**config.mk**
```make
export PLATFORM = sky130hd
export DESIGN_NAME = fetch_unit
export DESIGN_NICKNAME = d
export VERILOG_FILES = /design/src/rtl/fetch_unit.sv
export SDC_FILE = /design/constraint.sdc
export NUM_CORES = 1
export LEC_CHECK = 0
export CAP_MARGIN = 15
export CELL_PAD_IN_SITES_DETAIL_PLACEMENT = 1
export CELL_PAD_IN_SITES_GLOBAL_PLACEMENT = 2
export CORE_UTILIZATION = 42
export CTS_BUF_LIST = sky130_fd_sc_hd__clkbuf_8
export DETAILED_ROUTE_END_ITERATION = 6
export PLACE_DENSITY_LB_ADDON = 0.1
export SETUP_SLACK_MARGIN = 0.3
export SYNTH_ARGS = -nofsm -noshare
export SYNTH_HDL_FRONTEND = slang
export SYNTH_SLANG_ARGS = --single-unit
```
**constraint.sdc**
```tcl
create_clock -name clk -period 10.4 [get_ports clk]
set_clock_uncertainty 0.05 [all_clocks]
set_input_delay 3.12 -clock clk [delete_from_list [all_inputs] [get_ports clk]]
set_output_delay 3.12 -clock clk [all_outputs]
set_load 0.03 [all_outputs]
```
**src/rtl/fetch_unit.sv**
```systemverilog
`default_nettype none
// ============================================================================
// Module   : fetch_unit
// Purpose  : Instruction fetch stage. Owns the program counter, issues word
//            requests to instruction memory (request/grant, in-order
//            responses), buffers returned words in a 2-entry fetch queue and
//            drives the IF/ID pipeline register. Accepts branch/jump
//            redirects resolved downstream.
// Ports    : clk, rst               clock, async active-high reset
//            stall                  hold IF/ID
//            redirect, redirect_pc  taken branch/jump and 12-bit target
//            imem_req/addr/gnt      request channel (word address)
//            imem_rvalid/rdata      in-order response channel
//            inst, next_pc,         IF/ID register (instruction, fetch PC+4,
//            id_valid               real-instruction flag)
// Revision : 1.0 - initial release
// ============================================================================
module fetch_unit #(
  parameter logic [12:0] RESET_PC = 13'h0000
) (
  input  logic        clk,
  input  logic        rst,
  input  logic        stall,
  input  logic        redirect,
  input  logic [11:0] redirect_pc,
  output logic        imem_req,
  output logic [10:0] imem_addr,
  input  logic        imem_gnt,
  input  logic        imem_rvalid,
  input  logic [31:0] imem_rdata,
  output logic [31:0] inst,
  output logic [12:0] next_pc,
  output logic        id_valid
);

  localparam logic [31:0] NOP_INST = 32'h0000_0013;

  // --------------------------------------------------------------------------
  // State
  // --------------------------------------------------------------------------
  logic [12:0] pc_q;
  logic [1:0]  out_q;          // live outstanding requests
  logic [1:0]  disc_q;         // outstanding requests whose words get dropped

  // In-flight tag FIFO: PC+4 of every live request, in issue order.
  // Its occupancy always equals out_q, so no separate count is kept.
  logic [12:0] tag_mem [2];
  logic        tag_wp;
  logic        tag_rp;

  // Fetch queue: {word, PC+4}
  logic [31:0] q_word [2];
  logic [12:0] q_npc  [2];
  logic        q_wp;
  logic        q_rp;
  logic [1:0]  q_count;

  // --------------------------------------------------------------------------
  // Combinational control
  // --------------------------------------------------------------------------
  logic        pop;
  logic [2:0]  credit_used;
  logic        gnt_fire;
  logic        rsp_disc;
  logic        rsp_live;
  logic        rsp_any;
  logic [12:0] pc_plus4;
  logic [12:0] redirect_target;
  logic        unused_redirect_lsbs;

  assign pop = !stall && (q_count != 2'd0) && !redirect;

  // Issue credit covers every slot a word could eventually occupy: queued
  // entries, live requests and requests still owed a discarded response.
  // An entry leaving the queue this cycle frees its slot immediately, which
  // is what allows one instruction per cycle with single-cycle memory.
  assign credit_used = {1'b0, out_q} + {1'b0, disc_q} + {1'b0, q_count}
                     - {2'b00, pop};

  // Gated by rst so no request leaks out while the reset is held.
  assign imem_req  = !rst && !redirect && (credit_used < 3'd2);
  assign imem_addr = pc_q[12:2];
  assign gnt_fire  = imem_req && imem_gnt;

  // Discards are always owed by older requests than live ones, so they are
  // consumed first. A response with nothing outstanding matches neither term
  // and is ignored.
  assign rsp_disc = imem_rvalid && (disc_q != 2'd0);
  assign rsp_live = imem_rvalid && (disc_q == 2'd0) && (out_q != 2'd0);
  assign rsp_any  = rsp_disc || rsp_live;

  assign pc_plus4        = pc_q + 13'd4;
  assign redirect_target = {1'b0, redirect_pc[11:2], 2'b00};

  // Target is word aligned; the byte-offset bits carry no information.
  assign unused_redirect_lsbs = ^redirect_pc[1:0];

  // --------------------------------------------------------------------------
  // Storage arrays (contents qualified by pointers/counts, so no reset)
  // --------------------------------------------------------------------------
  always_ff @(posedge clk) begin
    if (gnt_fire) begin
      tag_mem[tag_wp] <= pc_plus4;
    end
    if (rsp_live && !redirect) begin
      q_word[q_wp] <= imem_rdata;
      q_npc[q_wp]  <= tag_mem[tag_rp];
    end
  end

  // --------------------------------------------------------------------------
  // Control state and IF/ID register
  // --------------------------------------------------------------------------
  always_ff @(posedge clk or posedge rst) begin
    if (rst) begin
      pc_q     <= RESET_PC;
      out_q    <= 2'd0;
      disc_q   <= 2'd0;
      tag_wp   <= 1'b0;
      tag_rp   <= 1'b0;
      q_wp     <= 1'b0;
      q_rp     <= 1'b0;
      q_count  <= 2'd0;
      inst     <= NOP_INST;
      next_pc  <= 13'd0;
      id_valid <= 1'b0;
    end else if (redirect) begin
      // No grant can coincide with a redirect (imem_req is low), so all
      // live requests become discards; a response arriving now is consumed
      // here and dropped.
      pc_q     <= redirect_target;
      disc_q   <= disc_q + out_q - {1'b0, rsp_any};
      out_q    <= 2'd0;
      tag_wp   <= 1'b0;
      tag_rp   <= 1'b0;
      q_wp     <= 1'b0;
      q_rp     <= 1'b0;
      q_count  <= 2'd0;
      inst     <= NOP_INST;
      id_valid <= 1'b0;
    end else begin
      if (gnt_fire) begin
        pc_q   <= pc_plus4;
        tag_wp <= ~tag_wp;
      end

      if (rsp_live) begin
        tag_rp <= ~tag_rp;
        q_wp   <= ~q_wp;
      end

      out_q <= out_q + {1'b0, gnt_fire} - {1'b0, rsp_live};

      if (rsp_disc) begin
        disc_q <= disc_q - 2'd1;
      end

      if (pop) begin
        q_rp <= ~q_rp;
      end
      q_count <= q_count + {1'b0, rsp_live} - {1'b0, pop};

      // IF/ID: hold on stall, otherwise take the queue head or a bubble.
      // A bubble keeps next_pc so the last fetch address stays visible.
      if (!stall) begin
        if (pop) begin
          inst     <= q_word[q_rp];
          next_pc  <= q_npc[q_rp];
          id_valid <= 1'b1;
        end else begin
          inst     <= NOP_INST;
          id_valid <= 1'b0;
        end
      end
    end
  end

endmodule
`default_nettype wire

```
==> results of run 1 <==
## per-layer routing
metal / vias up / global-route usage (%)
li1: 1837 / -
met1: 1909 / 19.98
met2: 80 / 32.05
met3: 14 / 3.950
met4: 0 / 6.851
met5: - / 0
## registers in the layout (all words and copies together), names as in the netlist, 2 cells and up
| signal | cells |
|---|---|
| q_word | 64 |
| inst | 32 |
| q_npc | 22 |
| tag_mem | 22 |
| next_pc | 11 |
| pc_q | 11 |
| disc_q | 2 |
| out_q | 2 |
| q_count | 2 |
## cell families (layout without fill, tap and decap cells)
family          Yosys count  in the layout  share of synthesized area (%)
compound gates           65             65                          5.816
other cells               1              2                        0.05551
xor+xnor                 21             21                          2.945
simple gates             87             87                          5.871
flops                   173            173                          72.14
buf+inv                  37            158                          2.296
fa+ha+maj                13             13                          2.519
mux                      55             55                          8.353
## stage by stage
stage	setup slack, ps	util (%)	cells	total power, mW	area (µm²)
after floorplan	1166	-	453	0.9561	6759
after global placement	1257	52.00	753	1.050	8021
after detailed placement	1218	52.00	753	1.061	8021
after CTS	1192	54.73	785	1.551	8443
after global routing	998.2	54.73	785	1.600	8443
final	1240	54.73	785	1.530	8443
## final cells by class
class	count	area (µm²)	share of cell area [%]
well taps	211	264.0	3.127
multi-input cells	243	1742	20.63
clock buffers	19	261.5	3.097
flip-flops and latches	173	4875	57.74
repair buffers	110	1081	12.80
clock inverters	13	160.2	1.897
inverters	16	60.06	0.7113
## synthesized netlist by cell type, types with 6 or more instances
library cell,n
a221o_1,6
clkbuf_1,12
dfrtp_1,62
edfxtp_1,108
ha_1,12
inv_1,15
mux2_2,11
mux2i_1,44
nand2_1,48
nor2_1,14
o21ai_0,42
xnor2_1,13
xor2_1,7
## power breakdown
group	leakage (nW)	switching (mW)	internal [mW]
Clock	0.235	0.220	0.269
Sequential	1.84	0.0268	0.769
Combinational	1.12	0.137	0.109
## worst max-delay path by stage
stage / from / to / slack [ps]
6_report: redirect / imem_req / 1240
5_1_grt: redirect / imem_req / 1000
3_5_place_dp: redirect / imem_req / 1220
3_3_place_gp: redirect / imem_req / 1260
2_1_floorplan: redirect / imem_req / 1170
4_1_cts: redirect / imem_req / 1190
## worst max-delay path, stage by stage
cell and delay (ps):
clkdlybuf4s50_1 450, buf_4 280, inv_1 180, nand2b_2 120, inv_1 110, ha_1 290, inv_1 40, ha_1 260
a21o_1 180, ha_1 170, xor3_1 400, nor4_1 190, buf_4 210
==> metrics.txt, run 1 <==
Via density 4.892; via count 3840; drt total wl 13370 µm; ys flop type edfxtp_1; RSZ-0062 raised after global routing no; CTS tree yes; Startpoint Class input port; leading cell types by total area after synthesis edfxtp_1 48%, dfrtp_1 23%, mux2i_1 6.5%; Hold Crit Class reg2reg; number of global-route vias before repair 4185; worst hold path depth 2; commonest non-fill, non-tap cell in the layout edfxtp_1; clk sinks 173; setup slack, reg-to-reg 6350 ps; Leak 3.199 nW; Yosys warning total 0; CP required 7230 ps; diode count 0; remaining antenna violation count 0; synthesized flop and latch total 173; wire length on met2 7112 µm; setup violators final 0; Slew Limit Fails 0; top-area cell type share of the netlist area 48.01%; H-tree Lvls 4; Post-synth EDFFs 108; Tmin final 9160 ps; detailed-router iteration count before antenna repair 4; most frequent cells in the layout 108 x edfxtp_1, 102 x clkdlybuf4s50_1, 61 x dfrtp_1; gr usage total 17.57%; Metal-1 WL 5639 µm; Hold WS 435.9 ps; Distinct cells, synth 40; GPL Wtd Cong 0.7367; TritonCTS Buffers 17; post-CTS setup buffer count 0; crit-path max FO 28; slew margin rel. 35.75%; hpwl dp 8709 µm; status finished, final reports clean; IO Pins 108; Seq/Total Area, Yosys 72.14%; fin crit share 88.08%; Crit. End Element output port; Highest Signal Layer met4; area delta synth->final 24.99%; actual slew at the worst max-slew pin 960.2 ps; critical path class in2out; initial antenna violation count 0; die width 128.8 µm; clock slew at reported path FFs 80 ps; Setup TNS 0 ps; cell row count 45; Port Buffer Count 103; largest net degree at the start of global routing 66; Die Span Y 128.8 µm; Worst Hold End inst[13]; syn avg cell area 14.95 µm²; detailed-route DRC error count 0; Synth area leader edfxtp_1; core area 15430 µm²; hold_sp inst[13]; Routed WL per cell 17.03 µm; Arr. time, crit path 5990 ps; Clock Latency Late Sink 440 ps; Max Cap Viol 0; drt first-iter violations 124; CTS root buf clkbuf_8; Reg2Reg Depth 11; Max Clock Freq 109.2 MHz; CTS Hold Bufs 0; Worst R2R End tag_mem[0][8]; Post-Syn Instances 452; first-pass GRT wire length 21580 µm; Initial Util 43.79%; maximum clock path buffer count 2; Post-synth ARST share 37.57%; Hold Vio Cnt, Final 0; Mapped Area 6755 µm²; Die Area 16590 µm²; fraction of layout cells with a size suffix above 1 9.756%; worst reg2reg path startpoint q_count[1]; PostCTS Resize Cnt 0; grt total ovfl 0; final net count 624; Power Dens Cells 181.2 nW/µm²; routed wl met3 457 µm; Peak VDD IR 0.07951 mV; number of fill cells 1514
No activity file was read; power rests on OpenSTA's default activity.
==> run 2: changes to the inputs <==
==> config.mk (replaced) <==
export PLATFORM = sky130hd
export DESIGN_NAME = fetch_unit
export DESIGN_NICKNAME = d
export VERILOG_FILES = /design/src/rtl/fetch_unit.sv
export SDC_FILE = /design/constraint.sdc
export NUM_CORES = 1
export LEC_CHECK = 0
export CAP_MARGIN = 5
export CORE_UTILIZATION = 60
export CTS_BUF_LIST = sky130_fd_sc_hd__clkbuf_8
export DETAILED_ROUTE_END_ITERATION = 6
export PLACE_DENSITY = 0.88
export SETUP_SLACK_MARGIN = 0.3
export SYNTH_ARGS = -nofsm -noshare
export SYNTH_HDL_FRONTEND = slang
export SYNTH_SLANG_ARGS = --single-unit
==> run 2 against run 1 <==
Against the previous run: setup slack worse by 43 ps; critical path type unchanged; sequential power about the same; cell count down 9.2%; critical path depth unchanged; hold slack worse by 2.8 ps; sequential share of layout area up 0.73 points; power down 1.2%; first-iteration DRC count up 53%.
==> metrics.txt, run 2 (synthesis gave the netlist of run 1 again) <==
Peak VDD IR 0.1278 mV (+61%); cell row count 38 (-16%); number of fill cells 666 (-56%); maximum clock path buffer count 2 (unchanged); Reg power frac 52.6% (+0.6 points); fraction of layout cells with a size suffix above 1 10.12% (+0.37 points); Internal 1.126 mW (-1.8%); largest net degree at the start of global routing 66 (unchanged); remaining antenna violation count 0 (unchanged); CP required 7230 ps (about the same); Startpoint Class input port; area of the multi-input gates 1742 µm² (unchanged); Crit. End Element output port; Power Dens Cells 181.2 nW/µm² (about the same); CTS Hold Bufs 0 (unchanged); Arr. time, crit path 6030 ps (+40 ps); Cell Chain, Critical Path clkdlybuf4s50_1, buf_4, inv_1, nand2b_2, inv_1, ha_1, inv_1, ha_1, a21o_1, ha_1, xor3_1, nor4_1, buf_4; diode count 0 (unchanged); Most flops, register q_word; detailed-router iteration count before antenna repair 4 (unchanged); CTS tree yes; Port Buffer Count 103 (unchanged); Tmin final 9203 ps (+43.46 ps); area delta synth->final 23.43%; Largest stage delay, worst path 460 ps (about the same); hpwl dp 8013 µm (-8.0%); Hold WS 433.1 ps (-2.808 ps); most frequent cells in the layout 108 x edfxtp_1, 102 x clkdlybuf4s50_1, 61 x dfrtp_1; Die Span Y 108.1 µm (-16%); via count 3896 (+1.5%); Max Clock Freq 108.7 MHz (-0.47%); Hold Vio Cnt, Final 0 (unchanged); H-tree Lvls 4 (unchanged); slew margin rel. 29.83% (-5.9 points); Routed WL per cell 17.08 µm (+0.29%); number of flip-flops in the largest register 64 (unchanged); setup violators final 0 (unchanged); clock slew at reported path FFs 70 ps (about the same); Hold Crit Class reg2reg; CTS root buf clkbuf_8; gr usage total 22.96% (+5.4 points); fin crit share 88.49% (+0.42 points); core area 10890 µm² (-29%); grt total ovfl 0 (unchanged); drt total wl 12180 µm (-8.9%); Via density 5.464 (+12%); Net Sw Power 384.9 µW (+0.28%); sw frac 25.47% (+0.39 points); post-CTS setup buffer count 0 (unchanged); RSZ-0062 raised after global routing no; critical path class in2out; Regs by FF count q_word: 64 flops, inst: 32 flops; actual slew at the worst max-slew pin 1053 ps (+92.43 ps); TritonCTS Buffers 17 (unchanged); status finished, final reports clean; detailed-route DRC error count 0 (unchanged); Initial Util 62.04% (+18 points); clock group share of total power 31.0% (-1.0 points); number of global-route vias before repair 4075 (-2.6%); Gate power share 16.4% (+0.4 points); clk sinks 173 (unchanged); Slew Limit Fails 0 (unchanged); final net count 623 (-0.16%); worst path bufs/invs 6 (unchanged); dpl cells 681 (-9.6%); setup slack, reg-to-reg 6430 ps (+80 ps); Max Cap Viol 0 (unchanged); drt first-iter violations 190 (+53%); first-pass GRT wire length 19800 µm (-8.2%); Reg area 4875 µm² (unchanged); IO Pins 108 (unchanged); crit path max-delay cell type clkdlybuf4s50_1; commonest non-fill, non-tap cell in the layout edfxtp_1; Clock Latency Late Sink 440 ps (about the same); die width 108.1 µm (-16%); fin cells 713 (-9.2%); Top Family by Delay on Critical Path buffers and inverters; crit-path max FO 28 (unchanged); PostCTS Resize Cnt 0 (unchanged); GPL Wtd Cong 0.8236 (+12%); Setup TNS 0 ps (unchanged); Util after Layout 76.58% (+22 points); Leak 3.176 nW (-0.73%); Die Area 11690 µm² (-30%); initial antenna violation count 0 (unchanged)
run 2: worst paths after layout:
kind | start | end | cells past startpoint
worst max-delay path | redirect | imem_req | 13
worst min-delay path | next_pc[10] | next_pc[10] | 2
worst max register to register | q_count[1] | tag_mem[0][10] | 11
worst min register to register | next_pc[10] | next_pc[10] | 2
max in group asynchronous | rst | q_rp | 3
min in group asynchronous | rst | pc_q[12] | 3
run 2: area by class of cell:
class	count	area share, %
clock buffers	19	3.136
repair buffers	109	12.88
well taps	140	2.101
multi-input cells	243	20.89
inverters	16	0.7203
clock inverters	13	1.816
flip-flops and latches	173	58.46
run 2: metal layers:
layer	GRT usage, %	up-vias	part of all wire [%]
met4	7.045	0	0.70
met1	26.91	1915	39
met5	0	-	0
li1	-	1846	-
met3	6.510	10	5.5
met2	40.86	125	55
run 2: tightest hold or removal path, stage by stage, from the launching register on:
cell     delay [ps]
dfrtp_1         340
nand2_1          50
o21ai_0          60
run 2: power groups by stage:
stage               clock (mW)  sequential [mW]  combinational (mW)
floorplan                    0            0.847               0.109
global placement             0            0.808               0.234
detailed placement           0            0.809               0.249
CTS                      0.477            0.795               0.250
global route             0.509            0.799               0.270
finish                   0.469            0.795               0.248
run 2: per-stage QoR:
stage / setup slack [ps] / cell area (µm²) / total power, mW
2_1_floorplan: 1166 / 6759 / 0.9561
5_1_grt: 1007 / 8338 / 1.578
4_1_cts: 1188 / 8338 / 1.522
6_report: 1197 / 8338 / 1.511
3_3_place_gp: 1301 / 7925 / 1.042
3_5_place_dp: 1206 / 7925 / 1.058
==> run 3: changes to the inputs <==
--- a/config.mk
+++ b/config.mk
@@ -9,6 +9,7 @@
 export CORE_UTILIZATION = 60
 export CTS_BUF_LIST = sky130_fd_sc_hd__clkbuf_8
 export DETAILED_ROUTE_END_ITERATION = 6
+export GPL_ROUTABILITY_DRIVEN = 0
 export PLACE_DENSITY = 0.88
 export SETUP_SLACK_MARGIN = 0.3
 export SYNTH_ARGS = -nofsm -noshare
==> results of run 3 <==
Same layout as run 2: the final DEF is identical, and so are final timing and power.
